<file path="src/rtl/common_var_delay_line_w_valid_pkg.sv">
// rtl/common_var_delay_line_w_valid_pkg.sv - shared state encodings and helpers for the delay-line family
package common_var_delay_line_w_valid_pkg;

  // Line occupancy: nothing stored, partially primed, or producing output
  typedef enum logic [1:0] {
    EMPTY = 2'd0,
    FILL  = 2'd1,
    RUN   = 2'd2
  } state_t;

  // Ceiling log2 for sizing pointers; returns 0 for values <= 1
  function automatic int clog2(input int value);
    int r;
    int v;
    r = 0;
    v = value - 1;
    while (v > 0) begin
      r = r + 1;
      v = v >> 1;
    end
    return r;
  endfunction

endpackage

</file>
<file path="src/rtl/common_sdp_ram_1r1w.sv">
// rtl/common_sdp_ram_1r1w.sv - simple dual-port RAM, one synchronous write, one asynchronous read
module common_sdp_ram_1r1w #(
  parameter int DEPTH   = 16,
  parameter int NB_DATA = 8,
  parameter int AW      = 4
) (
  input  logic               clock,
  input  logic               i_wr_en,
  input  logic [AW-1:0]      i_wr_addr,
  input  logic [NB_DATA-1:0] i_wr_data,
  input  logic [AW-1:0]      i_rd_addr,
  output logic [NB_DATA-1:0] o_rd_data
);

  logic [NB_DATA-1:0] mem [DEPTH];

  // Write port; contents are never reset, the reader masks stale entries
  always_ff @(posedge clock) begin
    if (i_wr_en) mem[i_wr_addr] <= i_wr_data;
  end

  // Read returns the pre-write contents when addresses collide
  assign o_rd_data = mem[i_rd_addr];

endmodule

</file>
<file path="src/rtl/common_var_delay_line_w_valid.sv">
// rtl/common_var_delay_line_w_valid.sv - runtime-programmable valid-gated delay line with fill tracking
module common_var_delay_line_w_valid
  import common_var_delay_line_w_valid_pkg::*;
#(
  parameter int NB_DATA   = 8,
  parameter int MAX_DELAY = 16,
  parameter int NB_DELAY  = 5
) (
  input  logic                clock,
  input  logic                i_reset,
  input  logic [NB_DATA-1:0]  i_data_in,
  input  logic                i_valid,
  input  logic [NB_DELAY-1:0] i_delay,
  input  logic                i_flush,
  output logic [NB_DATA-1:0]  o_data_out,
  output logic                o_valid,
  output logic [NB_DELAY-1:0] o_fill
);

  localparam int AW = (clog2(MAX_DELAY) < 1) ? 1 : clog2(MAX_DELAY);
  localparam int CW = NB_DELAY + 1;
  localparam logic [NB_DELAY-1:0] MAX_D = NB_DELAY'(MAX_DELAY);
  localparam logic [CW-1:0]       MAX_C = CW'(MAX_DELAY);

  logic [NB_DELAY-1:0] d_req, d_act, d_eff;
  logic [NB_DELAY-1:0] fill_q, fill_eff, fill_d;
  logic [CW-1:0]       n_ext, dm1, wr_ext;
  logic [AW-1:0]       wr_ptr, rd_addr;
  logic [NB_DATA-1:0]  ram_rd_data;
  logic                clear, hit;
  state_t              state_q, state_eff, state_d;

  // Clamp the requested delay into the supported range [1, MAX_DELAY]
  always_comb begin
    d_req = i_delay;
    if (i_delay == '0) d_req = NB_DELAY'(1);
    else if (i_delay > MAX_D) d_req = MAX_D;
  end

  // A flush or a delay change discards history; this edge runs as if freshly cleared
  always_comb begin
    clear     = i_flush || (d_req != d_act);
    d_eff     = clear ? d_req : d_act;
    fill_eff  = clear ? '0 : fill_q;
    state_eff = clear ? EMPTY : state_q;
    n_ext     = {1'b0, fill_eff} + CW'(1);
  end

  // Next state, fill update and decision whether the accepted sample emits output
  always_comb begin
    state_d = state_eff;
    fill_d  = fill_eff;
    hit     = 1'b0;
    if (i_valid) begin
      if (state_eff == RUN || n_ext >= {1'b0, d_eff}) begin
        hit     = 1'b1;
        state_d = RUN;
        fill_d  = d_eff;
      end else begin
        state_d = FILL;
        fill_d  = n_ext[NB_DELAY-1:0];
      end
    end
  end

  // Read address trails the write pointer by D-1 entries, modulo the buffer depth
  always_comb begin
    wr_ext  = CW'(wr_ptr);
    dm1     = {1'b0, d_eff} - CW'(1);
    rd_addr = (wr_ext >= dm1) ? AW'(wr_ext - dm1) : AW'(wr_ext + MAX_C - dm1);
  end

  common_sdp_ram_1r1w #(
    .DEPTH   (MAX_DELAY),
    .NB_DATA (NB_DATA),
    .AW      (AW)
  ) u_ram (
    .clock     (clock),
    .i_wr_en   (i_valid && !i_reset),
    .i_wr_addr (wr_ptr),
    .i_wr_data (i_data_in),
    .i_rd_addr (rd_addr),
    .o_rd_data (ram_rd_data)
  );

  // State, pointer and registered outputs; D=1 bypasses the RAM since it reads old contents
  always_ff @(posedge clock) begin
    if (i_reset) begin
      d_act      <= d_req;
      state_q    <= EMPTY;
      fill_q     <= '0;
      wr_ptr     <= '0;
      o_data_out <= '0;
      o_valid    <= 1'b0;
    end else begin
      d_act   <= d_req;
      state_q <= state_d;
      fill_q  <= fill_d;
      o_valid <= hit;
      if (i_valid) begin
        wr_ptr <= (wr_ptr == AW'(MAX_DELAY - 1)) ? '0 : wr_ptr + AW'(1);
      end
      if (hit) begin
        o_data_out <= (d_eff == NB_DELAY'(1)) ? i_data_in : ram_rd_data;
      end else if (i_valid || clear) begin
        o_data_out <= '0;
      end
    end
  end

  assign o_fill = fill_q;

endmodule
</file>
<file path="config.mk">
export PLATFORM = sky130hd
export DESIGN_NAME = common_var_delay_line_w_valid
export DESIGN_NICKNAME = d
export VERILOG_FILES = /design/src/rtl/common_var_delay_line_w_valid_pkg.sv /design/src/rtl/common_sdp_ram_1r1w.sv /design/src/rtl/common_var_delay_line_w_valid.sv
export SDC_FILE = /design/constraint.sdc
export NUM_CORES = 1
export LEC_CHECK = 0
export CAP_MARGIN = 20
export CORE_MARGIN = 1
export CORE_UTILIZATION = 55
export CTS_BUF_LIST = sky130_fd_sc_hd__clkbuf_8
export CTS_CLUSTER_SIZE = 24
export DETAILED_ROUTE_END_ITERATION = 7
export PLACE_DENSITY = 0.84
export SYNTH_ARGS = -nofsm -noshare
export SYNTH_HDL_FRONTEND = slang
export SYNTH_SLANG_ARGS = --single-unit
</file>
<file path="constraint.sdc">
create_clock -name clock -period 4.35 [get_ports clock]
set_clock_uncertainty 0.15 [all_clocks]
set_input_delay 1.0875 -clock clock [delete_from_list [all_inputs] [get_ports clock]]
set_output_delay 1.0875 -clock clock [all_outputs]
set_load 0.01 [all_outputs]
</file>
==> results.json, run 1 <==
{
  "holdPathEnd": "state_q[0]",
  "p_leak_nw": 2.89,
  "internal_power_mw": 2.39,
  "critPathMaxFanout": 7,
  "grt_remaining_overflow": 0,
  "area_growth_pct": 20.3,
  "synth_compound_area_frac": 0.0848,
  "hold_viol_final": 0,
  "synth-edff-count": 128,
  "nets": 556,
  "num_io_pins": 31,
  "cp-start-kind": "primary input",
  "grt_first_pass_wirelength_mm": 24.0,
  "yosysSeqAreaShare": 0.660,
  "max-cap-violations": 0,
  "wire_per_inst_um": 22.5,
  "die_x_um": 111,
  "fmax_mhz": 234,
  "grt_pass1_vias": 4192,
  "holdCritStartpoint": "state_q[0]",
  "synthArstFlopShare": 0,
  "n_antenna_cell": 0,
  "ir_drop_v": 0.000231,
  "ff2ff_path_depth": 17,
  "syn-instance-count": 440,
  "synth_top_area_frac": 0.584,
  "status": "complete, no violations",
  "slew_viol_final": 0,
  "yosys.area.top_type": "edfxtp_1",
  "cts.sinks": 153,
  "synth_warnings": 0,
  "worstHoldPathType": "register to register",
  "num_vias": 4287,
  "r2r_end": "o_data_out[1]",
  "p_comb_frac": 0.211,
  "ant_nets": 0,
  "cts-root-buf": "clkbuf_8",
  "place_congestion": 0.891,
  "synth_top_family_by_area": "multiplexers",
  "tightest_slew_ns": 0.844,
  "critPathKind": "primary input to register",
  "whs_path_depth": 2,
  "finalCritPeriodShare": 0.980,
  "power_density_nw_per_um2": 411,
  "r2r-start": "d_act[3]",
  "worst-r2r-setup-slack_ns": 0.64,
  "swShare": 0.266,
  "grt_max_degree": 18,
  "drc_errors": 0,
  "postSynthAreaPerCell_sq_um": 15.0,
  "detail_route.first_pass.iterations": 5,
  "synthSimpleGateAreaFrac": 0.0745,
  "postCtsHoldBufs": 0,
  "critPathRequiredTime_ns": 4.53,
  "yosysUniqueCellTypes": 52,
  "fin_util": 0.685,
  "rows": 39,
  "syn_area_sq_um": 6580,
  "post_dp_cell_area_sq_um": 7420,
  "ys_top_cells_by_area": "edfxtp_1, dfxtp_1, mux2_2, mux2i_1, ha_1",
  "p_clk_frac": 0.292,
  "synth_flop_cell": "edfxtp_1",
  "path_clk_slew_ns": 0.08,
  "cts_buffers": 17,
  "io_buffers": 30,
  "fin_crit_ns": 4.26,
  "synth_seq_cells": 153,
  "core_area_sq_um": 11600,
  "drive_gt1_frac": 0.279,
  "final_area_sq_um": 7920,
  "slew_headroom": 0.435,
  "cts_buffer_depth": 2,
  "vias_per_cell": 6.30,
  "antenna_found_initial": 0,
  "synth.most_common_cell": "edfxtp_1",
  "synthAdderAreaFrac": 0.0277,
  "drt_iter0_drc": 450,
  "setup_violations": 0,
  "switchingPower_mw": 0.866,
  "synthTopCellsByCount": "edfxtp_1, mux2_2, mux2i_1, dfxtp_1, and2_1",
  "dieArea_sq_um": 12400,
  "cts_tree": "done",
  "syn_nets": 471,
  "seq_power_share": 0.496,
  "cts_max_level": 4,
  "initial_utilization": 0.569,
  "die_h_um": 111,
  "grtUsageTotal": 0.261,
  "clkLatencyLatePin_ns": 0.45,
  "cp-end-kind": "register",
  "critPathArrivalTime_ns": 4.45,
  "synth-xor-area-share": 0.0156,
  "synth_mux_area_frac": 0.118,
  "wirelength_mm": 15.3,
  "hpwlAfterDp_mm": 10.2
}
[cell type report]
| class | count | area [sq um] |
|---|---|---|
| clock buffers | 17 | 234 |
| clock inverters | 15 | 111 |
| fillers | 731 | 3650 |
| inverters | 13 | 48.8 |
| multi-input cells | 255 | 2210 |
| flip-flops and latches | 153 | 4340 |
| well taps | 143 | 179 |
| repair buffers | 85 | 787 |
[registers in the layout (all words and copies together) (netlist names)]
signal      count
d_act           5
state_q         2
u_ram.mem     128
o_valid         1
o_fill          5
wr_ptr          4
o_data_out      8
[cell families (layout without fill, tap and decap cells)]
logic type               after synthesis  in the layout
adder cells (fa/ha/maj)               14             14
flip-flops                           153            153
XOR/XNOR                              10             10
AO/OA/AOI/OAI                         72             72
buffers and inverters                 32            130
AND/OR/NAND/NOR                       86             86
multiplexers                          73             73
[layer usage]
layer	GRT usage	part of all wire	vias to the layer above
li1	-	-	1893
met4	0.122	0.034	0
met2	0.420	0.48	215
met3	0.0523	0.067	37
met1	0.345	0.41	2142
met5	0	0	-
[how the worst max path moves through the flow]
stage,start,to,slack [ns],depth (start not counted)
2_1_floorplan,i_delay[3],o_fill[3],0.05,17
3_3_place_gp,i_delay[3],o_data_out[0],-0.65,17
3_5_place_dp,i_delay[3],o_data_out[7],-0.72,12
4_1_cts,i_delay[1],o_data_out[0],0.05,13
5_1_grt,i_delay[2],o_data_out[1],-0.02,18
6_report,i_delay[4],o_data_out[1],0.09,17
[timing repair]
item                                    CTS  global route
pin swaps                                 5             8
endpoints found under the hold margin     0             0
cloned                                    1             0
resized for setup                        13            15
buffers inserted                          5             1
endpoints found under the setup margin   16            14
[through the flow]
stage | instances | setup TNS [ns] | power, mW | setup slack, ns | hold slack, ns
floorplan | 440 | 0 | 2.01 | 0.0535 | 0.311
CTS | 680 | 0 | 3.24 | 0.0461 | 0.351
global placement | 642 | -9.31 | 2.27 | -0.651 | 0.327
global route | 681 | -0.0396 | 3.35 | -0.0191 | 0.385
finish | 681 | 0 | 3.25 | 0.0851 | 0.352
detailed placement | 642 | -9.68 | 2.28 | -0.715 | 0.338
[worst max-delay path: stages]
cell and delay (ns):
dlygate4sd2_1 0.32, or3_1 0.39, a21oi_2 0.17, and3_4 0.22, and2_1 0.17, ha_2 0.19
nand3_1 0.10, nand2b_1 0.18, a21oi_2 0.19, ha_4 0.24, a21oi_2 0.13, o21ai_2 0.08
a41oi_2 0.28, buf_4 0.18, nor3_2 0.04, buf_4 0.17, a221o_1 0.32
[cell usage in the layout, fill, tap and decap left out, types with 14 or more instances in the layout]
cell             netlist  final
a221oi_1              14     14
and2_1                19     19
buf_4                  0     49
clkbuf_8               0     17
clkdlybuf4s50_1        0     25
dfxtp_1               25     25
edfxtp_1             128    128
mux2_2                38     38
mux2i_1               35     35
o22ai_1               16     15
[power by group through the flow]
stage                     Clock, mW  Sequential (mW)  Combinational (mW)
after floorplan                   0             1.64               0.370
after global placement            0             1.64               0.621
after detailed placement          0             1.65               0.637
after CTS                     0.955             1.61               0.674
after global routing           1.01             1.61               0.724
final                         0.951             1.61               0.688
(Power assumes the default switching activity.)
==> inputs of run 2 (changes only) <==
--- a/config.mk
+++ b/config.mk
@@ -7,11 +7,11 @@
 export LEC_CHECK = 0
 export CAP_MARGIN = 20
 export CORE_MARGIN = 1
-export CORE_UTILIZATION = 55
+export CORE_UTILIZATION = 50
 export CTS_BUF_LIST = sky130_fd_sc_hd__clkbuf_8
 export CTS_CLUSTER_SIZE = 24
 export DETAILED_ROUTE_END_ITERATION = 7
-export PLACE_DENSITY = 0.84
+export PLACE_DENSITY = 0.78
 export SYNTH_ARGS = -nofsm -noshare
 export SYNTH_HDL_FRONTEND = slang
 export SYNTH_SLANG_ARGS = --single-unit
==> results.json, run 2 (synthesized netlist as in run 1, its figures left out) <==
{
  "status": "complete, no violations",
  "critPathRequiredTime_ns": 4.53,
  "crit_chain": "clkdlybuf4s50_1 -> o21ai_2 -> inv_2 -> ha_4 -> fa_4 -> buf_12 -> buf_16 -> buf_4 -> mux2i_2 -> a221oi_1 -> mux2_2 -> a221o_1",
  "setup.worst_path.start": "i_delay[0]",
  "dieArea_sq_um": 13600,
  "cts_buffer_depth": 2,
  "final_cells": 709,
  "switchingPower_mw": 0.852,
  "reg.largest.list": "u_ram.mem (128), o_data_out (8)",
  "max-cap-violations": 0,
  "tns_ns": 0,
  "swShare": 0.246,
  "worstHoldPathType": "register to register",
  "critPathMaxFanout": 12,
  "r2r-start": "d_act[3]",
  "whs_path_depth": 2,
  "wirelength_mm": 15.2,
  "cts-root-buf": "clkbuf_8",
  "initial_utilization": 0.518,
  "cts_buffers": 17,
  "grt_setup_unrepaired": "false",
  "die_h_um": 117,
  "critPathKind": "primary input to register",
  "fin_util": 0.638,
  "drive_gt1_frac": 0.287,
  "nets": 555,
  "cpPeakStageDelay_ns": 0.90,
  "r2r_end": "o_data_out[5]",
  "place_congestion": 0.883,
  "cts_tree": "done",
  "cts.sinks": 153,
  "grt_max_degree": 21,
  "io_buffers": 30,
  "fmax_mhz": 236,
  "dpl.cell_count": 669,
  "cts_max_level": 4,
  "rows": 41,
  "power_density_nw_per_um2": 426,
  "largest_register_ffs": 128,
  "detail_route.first_pass.iterations": 5,
  "fin_crit_ns": 4.24,
  "setup_violations": 0,
  "p_comb_frac": 0.207,
  "grt_remaining_overflow": 0,
  "clkLatencyLatePin_ns": 0.43,
  "grt_first_pass_wirelength_mm": 23.0,
  "core_area_sq_um": 12700,
  "slew_headroom": 0.454,
  "ir_drop_v": 0.000267,
  "antenna_found_initial": 0,
  "vias_per_cell": 5.86,
  "n_antenna_cell": 0,
  "drt_iter0_drc": 378,
  "tightest_slew_ns": 0.817,
  "die_x_um": 117,
  "critPathArrivalTime_ns": 4.42,
  "hold_viol_final": 0,
  "area_growth_pct": 23.2,
  "cp-end-kind": "register",
  "p_clk_frac": 0.326,
  "regMostFlops": "u_ram.mem",
  "seq_power_share": 0.467,
  "grtUsageTotal": 0.240,
  "critPathTopFamily": "adder cells",
  "dp_slack_ns": -0.677,
  "slew_viol_final": 0,
  "hold_ws_ns": 0.355,
  "fin_ws_ns": 0.111,
  "final_cell_mix": "edfxtp_1, buf_4, mux2_2",
  "num_vias": 4153,
  "final_area_sq_um": 8110,
  "ant_nets": 0,
  "ff2ff_path_depth": 17,
  "hpwlAfterDp_mm": 10.2,
  "num_io_pins": 31,
  "post_dp_cell_area_sq_um": 7430,
  "final_common_cell": "edfxtp_1",
  "fillers": 947,
  "worst-r2r-setup-slack_ns": 0.80,
  "cp-start-kind": "primary input",
  "drc_errors": 0,
  "path_clk_slew_ns": 0.08,
  "p_leak_nw": 2.99,
  "grt_pass1_vias": 4137,
  "cp.depth": 12,
  "internal_power_mw": 2.60,
  "critical_path_buf_inv_count": 5,
  "crit_path_top_delay_cell": "fa_4",
  "wire_per_inst_um": 21.4,
  "power_mw": 3.46,
  "finalCritPeriodShare": 0.974,
  "crit_end": "o_data_out[1]"
}
## run 2: changes by cell type in the layout (fill, tap and decap cells not counted), sizes merged
cell           change
dlymetal6s2s       +1
bufinv             +2
dlygate4sd2        +1
clkinvlp           -5
inv                +3
buf                -2
clkinv             -5
clkdlybuf4s50      +1
clkdlybuf4s15      -1
clkbuf             +4
## run 2: routing by layer
metal | track usage | up-vias | routed length [um]
met3 | 0.0586 | 36 | 1240
met5 | 0 | - | 0
li1 | - | 1886 | -
met2 | 0.360 | 194 | 7040
met4 | 0.118 | 0 | 503
met1 | 0.328 | 2037 | 6410
## run 2: timing repair
item | CTS | global route
resized for setup | 17 | 16
hold buffers | 0 | 0
endpoints found under the setup margin | 14 | 16
buffers inserted | 1 | 5
gates cloned | 1 | 1
pin swaps | 1 | 8
## run 2: worst reg2reg max path, stage by stage (launching register included)
cell	delay, ns
dfxtp_1	0.33
xor2_1	0.15
or3_1	0.33
a21oi_2	0.17
and3_4	0.23
and2_4	0.15
ha_2	0.20
nand3_2	0.08
nand2b_4	0.16
a21oi_4	0.15
ha_4	0.23
o2111ai_1	0.12
o21ai_2	0.10
a41oi_2	0.17
buf_6	0.16
nor3b_4	0.05
buf_4	0.17
a221o_1	0.36
## run 2: final cells by class
| type | count | area, sq um | share of cell area |
|---|---|---|---|
| repair buffers | 84 | 816 | 0.101 |
| multi-input cells | 255 | 2260 | 0.279 |
| clock inverters | 10 | 124 | 0.0153 |
| flip-flops and latches | 153 | 4340 | 0.535 |
| well taps | 172 | 215 | 0.0265 |
| inverters | 13 | 48.8 | 0.00601 |
| clock buffers | 22 | 303 | 0.0373 |
## run 2: power groups by stage
stage	sequential, mW	clock (mW)	combinational [mW]
floorplan	1.64	0	0.370
global placement	1.65	0	0.621
detailed placement	1.65	0	0.633
CTS	1.61	1.14	0.675
global route	1.62	1.20	0.754
finish	1.61	1.13	0.715
## run 2: worst min path at each step
stage	startpoint	to	slack [ns]
floorplan	state_q[0]	state_q[0]	0.31
global placement	state_q[0]	state_q[0]	0.33
detailed placement	state_q[0]	state_q[0]	0.34
CTS	state_q[0]	state_q[0]	0.35
global route	state_q[0]	state_q[0]	0.37
finish	state_q[0]	state_q[0]	0.36
==> variant 1 (flow settings as in run 1) <==
`NB_DATA` is set to 8 in 2 places; all go to 10.
--- a/src/rtl/common_sdp_ram_1r1w.sv
+++ b/src/rtl/common_sdp_ram_1r1w.sv
@@ -2,5 +2,5 @@
 module common_sdp_ram_1r1w #(
   parameter int DEPTH   = 16,
-  parameter int NB_DATA = 8,
+  parameter int NB_DATA = 10,
   parameter int AW      = 4
 ) (
--- a/src/rtl/common_var_delay_line_w_valid.sv
+++ b/src/rtl/common_var_delay_line_w_valid.sv
@@ -3,5 +3,5 @@
   import common_var_delay_line_w_valid_pkg::*;
 #(
-  parameter int NB_DATA   = 8,
+  parameter int NB_DATA   = 10,
   parameter int MAX_DELAY = 16,
   parameter int NB_DELAY  = 5
Ports: changed (resized i_data_in and o_data_out); port bits go from 31 to 35. No check against the original RTL was run, so the function may have changed too.
==> variant 1 against run 1 <==
Power increased by 11%. Sequential cell count is 34 higher. Wire length up 9.5%. Cell count increased by 6.6%. Sequential share of layout area increased by 3.9 points. Critical path depth shrank 2. Die area is 18% higher. Worst setup slack better by 0.24 ns. Synthesized area increased by 18%. Cell area is 15% higher.
==> variant 1: results (changes against run 1) <==
finish:
  fin_util_pct: 65.81  # was 68.46%
  n_antenna_cell: 1  # was 0
  largest_registers: "u_ram.mem (160), o_data_out (10)"  # was u_ram.mem (128), o_data_out (8)
  nNonClkBuffers: 81  # was 85
  seq_share_pct: 58.74  # was 54.87%
  fillers: 887  # was 731
  num-multi-input-gates: 231  # was 255
  final-clk-cell-share_pct: 4.180  # was 4.362%
  layout.nets: 565  # was 556
  nonClockInverterCount: 14  # was 13
  multi_input_area_sq_um: 2341  # was 2213 sq um
  clock_buffers: 17  # unchanged
  final-nonclk-buf-share_pct: 8.277  # was 9.940%
  drive_gt1_share_pct: 25.69  # was 27.88%
grt:
  antenna_found_initial: 1  # was 0
  grt_first_pass_wirelength_um: 25360  # was 24000 um
  grt_usage_pct: 24.67  # was 26.10%
  grt_max_degree: 27  # was 18
yosys:
  netlist_area_sq_um: 7779  # was 6584 sq um
  synth_area_leaders: "edfxtp_1, mux4_2, dfxtp_1"  # was edfxtp_1, dfxtp_1, mux2_2
  yosysUniqueCellTypes: 51  # was 52
  synthAdderAreaFrac_pct: 2.493  # was 2.775%
  synth_mux_area_share_pct: 15.99  # was 11.82%
  yosys_register_bits: 187  # was 153
  synth_xor_area_share_pct: 1.110  # was 1.558%
  async_flop_share_pct: 0  # unchanged
  ys_top_cells_by_count: "edfxtp_1, mux4_2, nor2_1"  # was edfxtp_1, mux2_2, mux2i_1
  seq_area_frac_synth_pct: 68.71  # was 65.98%
  synth_edf_count: 160  # was 128
  synth_compound_area_share_pct: 5.179  # was 8.476%
  syn-num-nets: 484  # was 471
  syn_inst: 451  # was 440
setup_path:
  r2r_start: "d_act[2]"  # was d_act[3]
  max_stage_delay_ns: 0.45  # was 0.39 ns
  worstSetupStartpoint: "i_delay[0]"  # was i_delay[4]
  critical_path_arrival_ns: 4.29  # was 4.45 ns
  crit_family: "compound AO/OA/AOI/OAI gates"  # unchanged
  worstPathMaxFanout: 4  # was 7
  cp_slowest_cell: "clkdlybuf4s50_1"  # was or3_1
worst_hold_path:
  min-delay-start: "state_q[1]"  # was state_q[0]
cts:
  htreeDepth: 4  # unchanged
run_status:
  outcome: "finished clean"  # unchanged
routing:
  num_vias: 4483  # was 4287
  dr.pass1.iters: 5  # unchanged
  drt_iter0_drc: 505  # was 450
  wirelength_um: 16780  # was 15330 um
  route.detailed.wl_per_inst_um: 23.11  # was 22.51 um
power:
  swShare_pct: 23.82  # was 26.63%
  p_leak_nw: 3.127  # was 2.893 nW
  ir_worst_vdd_mv: 0.2899  # was 0.2312 mV
timing:
  max_slew_margin_pct: 38.62  # was 43.54%
placement:
  dpl_worst_slack_ns: -0.3988  # was -0.7153 ns
  port_buffers: 34  # was 30
  place_congestion: 0.9084  # was 0.8905
  placed_area_sq_um: 8680  # was 7418 sq um
  dpl.hpwl_um: 10340  # was 10190 um
  place_inst: 692  # was 642
[variant 1: path summary, 6_finish.rpt]
| path | end | slack [ns] | cells past startpoint |
|---|---|---|---|
| worst max register to register | o_fill[4] | 0.84 | 15 |
| worst min register to register | state_q[1] | 0.35 | 2 |
| worst min-delay path | state_q[1] | 0.35 | 2 |
| worst max-delay path | o_fill[4] | 0.32 | 15 |
[variant 1: power groups by stage]
stage                     sequential, mW  clock [mW]  combinational [mW]
after global placement              2.01           0               0.507
after CTS                           1.97        1.11               0.523
after floorplan                     2.01           0               0.337
after detailed placement            2.01           0               0.518
final                               1.97        1.10               0.522
after global routing                1.97        1.19               0.557
[variant 1: timing repair]
action / in CTS / in global routing
setup endpoints to repair: 0 / 15
resized for setup: 0 / 7
setup buffers: 0 / 1
[variant 1: per-layer routing]
layer	track usage (%)	wire, um	vias up
met5	0	0	-
met4	12.11	459	0
met3	4.558	1223	34
met2	40.29	8309	231
met1	32.05	6787	2273
li1	-	-	1945
==> variant 2 (config.mk and constraints of run 1) <==
Made on the original files. Register the output `o_data_out` once more, without a reset; this adds one clock of latency there. The other outputs are not delayed to match.
--- a/src/rtl/common_var_delay_line_w_valid.sv
+++ b/src/rtl/common_var_delay_line_w_valid.sv
@@ -22,4 +22,6 @@
   localparam logic [NB_DELAY-1:0] MAX_D = NB_DELAY'(MAX_DELAY);
   localparam logic [CW-1:0]       MAX_C = CW'(MAX_DELAY);
+
+  logic [NB_DATA-1:0] o_data_s0;
 
   logic [NB_DELAY-1:0] d_req, d_act, d_eff;
@@ -91,5 +93,5 @@
       fill_q     <= '0;
       wr_ptr     <= '0;
-      o_data_out <= '0;
+      o_data_s0 <= '0;
       o_valid    <= 1'b0;
     end else begin
@@ -102,7 +104,7 @@
       end
       if (hit) begin
-        o_data_out <= (d_eff == NB_DELAY'(1)) ? i_data_in : ram_rd_data;
+        o_data_s0 <= (d_eff == NB_DELAY'(1)) ? i_data_in : ram_rd_data;
       end else if (i_valid || clear) begin
-        o_data_out <= '0;
+        o_data_s0 <= '0;
       end
     end
@@ -111,3 +113,7 @@
   assign o_fill = fill_q;
 
+  always_ff @(posedge clock) begin
+    o_data_out <= o_data_s0;
+  end
+
 endmodule
Formal check against the unedited RTL: not equivalent (Yosys sat finds a counterexample within 4 cycles, from zero or initial values and one cycle with i_reset high).
==> variant 2 against run 1 <==
The flow now finishes with violations (DRC). Wire length shrank 5.9%. Hold slack got worse by 0.15 ns. Clock power rose by 22%. Sequential cell count grew 8. Worst setup slack better by 0.026 ns. Synthesized area is 2.4% higher. Cell count up 0.73%. Cell area grew 1.8%. Power up 7.6%. Maximum frequency rose by 0.62%. Count of clock-buffer cells in the layout unchanged. Critical path type unchanged.
==> variant 2: results (changes against run 1) <==
grt:
  grt_usage_pct: 24.14  # was 26.10%
  grt_pass1_vias: 4205  # was 4192
  grt_use_met1_pct: 30.64  # was 34.48%
  use_met2_pct: 39.42  # was 42.00%
  antenna_found_initial: 2  # was 0
  grt_first_pass_wirelength_um: 22310  # was 24000 um
  grt_max_degree: 22  # was 18
  gr-usage-met3_pct: 5.624  # was 5.226%
routing:
  wl_met1_um: 6129  # was 6347 um
  dr_wl_met3_um: 781  # was 1032 um
  dr.pass1.iters: 7  # was 5
  vias_per_cell: 6.125  # was 6.295
  topRoutingLayerUsed: "met5"  # was met4
  drc: 1  # was 0
  drt_iter0_drc: 262  # was 450
  wl_met2_um: 7123  # was 7420 um
  route.detailed.wl_per_inst_um: 21.02  # was 22.51 um
placement:
  port_buffers: 30  # unchanged
  place_congestion: 0.8779  # was 0.8905
  dpl.hpwl_um: 9855  # was 10190 um
  placed_area_sq_um: 7564  # was 7418 sq um
run_status:
  outcome: "complete, but fails checks"  # was finished clean
  violations: "DRC"
setup_path:
  worstPathRequired_ns: 4.54  # was 4.53 ns
  r2r_end: "o_data_s0[2]"  # was o_data_out[1]
  crit_path_end: "o_data_s0[0]"  # was o_data_out[1]
  worstPathMaxFanout: 13  # was 7
  worstSetupStartpoint: "i_delay[0]"  # was i_delay[4]
  rrSetupSlack_ns: 0.89  # was 0.64 ns
  max_stage_delay_ns: 0.84  # was 0.39 ns
  crit_family: "adder cells"  # was compound AO/OA/AOI/OAI gates
  cp_slowest_cell: "fa_4"  # was or3_1
cts:
  clock_path_buffers: 2  # unchanged
  clk_latency_ns: 0.45  # about the same
  cts_made_buffers: 17  # unchanged
  htreeDepth: 4  # unchanged
power:
  p_leak_nw: 2.997  # was 2.893 nW
  ir_worst_vdd_mv: 0.2966  # was 0.2312 mV
yosys:
  synth_xor_area_share_pct: 1.521  # was 1.558%
  ys_top_cells_by_count: "edfxtp_1, mux2_2, mux2i_1"  # unchanged
  synth_mux_area_share_pct: 11.54  # was 11.82%
  synthAdderAreaFrac_pct: 2.709  # was 2.775%
  seq_area_frac_synth_pct: 66.79  # was 65.98%
  ys.flop_type: "edfxtp_1"  # unchanged
  yosysUniqueCellTypes: 52  # unchanged
  synth_compound_area_share_pct: 8.275  # was 8.476%
  async_flop_share_pct: 0  # unchanged
  synth_area_leaders: "edfxtp_1, dfxtp_1, mux2_2"  # unchanged
  syn-num-nets: 479  # was 471
worst_hold_path:
  hold_path_class: "reg -> reg"  # unchanged
  min-delay-start: "o_data_s0[7]"  # was state_q[0]
  hold_end: "o_data_out[7]"  # was state_q[0]
  whs_path_depth: 0  # was 2
finish:
  largest_registers: "u_ram.mem (128), o_data_out (8), o_data_s0 (8)"  # was u_ram.mem (128), o_data_out (8)
  drive_gt1_share_pct: 25.42  # was 27.88%
  layout.nets: 557  # was 556
timing:
  worst_slew_pin_slew_ns: 0.7698  # was 0.8438 ns
-- variant 2: final cells by class --
type / count / area (sq um)
flip-flops and latches: 161 / 4504
fillers: 796 / 3899
multi-input cells: 255 / 2171
repair buffers: 78 / 724.4
clock buffers: 17 / 234.0
clock inverters: 15 / 196.4
well taps: 147 / 183.9
inverters: 13 / 48.80
-- variant 2: stage by stage --
stage / hold slack [ns] / power [mW] / utilization, % / setup WS (ns) / instances
6_report: 0.2037 / 3.500 / 67.41 / 0.1115 / 686
5_1_grt: 0.2069 / 3.611 / 67.41 / 0.01293 / 686
4_1_cts: 0.1986 / 3.503 / 67.05 / 0.0003122 / 686
3_5_place_dp: 0.1925 / 2.358 / 63.23 / -0.5383 / 653
3_3_place_gp: 0.1871 / 2.341 / 63.23 / -0.5477 / 653
2_1_floorplan: 0.1731 / 2.092 / - / 0.05354 / 448
-- variant 2: where the power goes --
part	switching (mW)	internal (mW)	leakage, nW
sequential	0.0112	1.68	1.42
clock	0.577	0.586	0.220
combinational	0.323	0.324	1.35
total	0.912	2.59	3.00
-- variant 2: repair_timing --
item	CTS	global route
pin swaps	0	4
gates resized for setup	4	12
setup endpoints to repair	10	16
gates cloned	0	0
setup buffers	1	0
-- variant 2: worst reg2reg max path, stage by stage, from the launching register on --
cell and delay [ns]:
dfxtp_1 0.33, xor2_1 0.16, or3_1 0.34, a21oi_2 0.17, and3_4 0.20, and2_1 0.15, ha_1 0.17, nand3_1 0.10
nand2b_1 0.17, a21oi_2 0.14, ha_1 0.25, a21oi_1 0.12, o21ai_1 0.11, a41oi_2 0.18, buf_6 0.16, buf_6 0.13
a2111oi_2 0.05, a221o_1 0.28
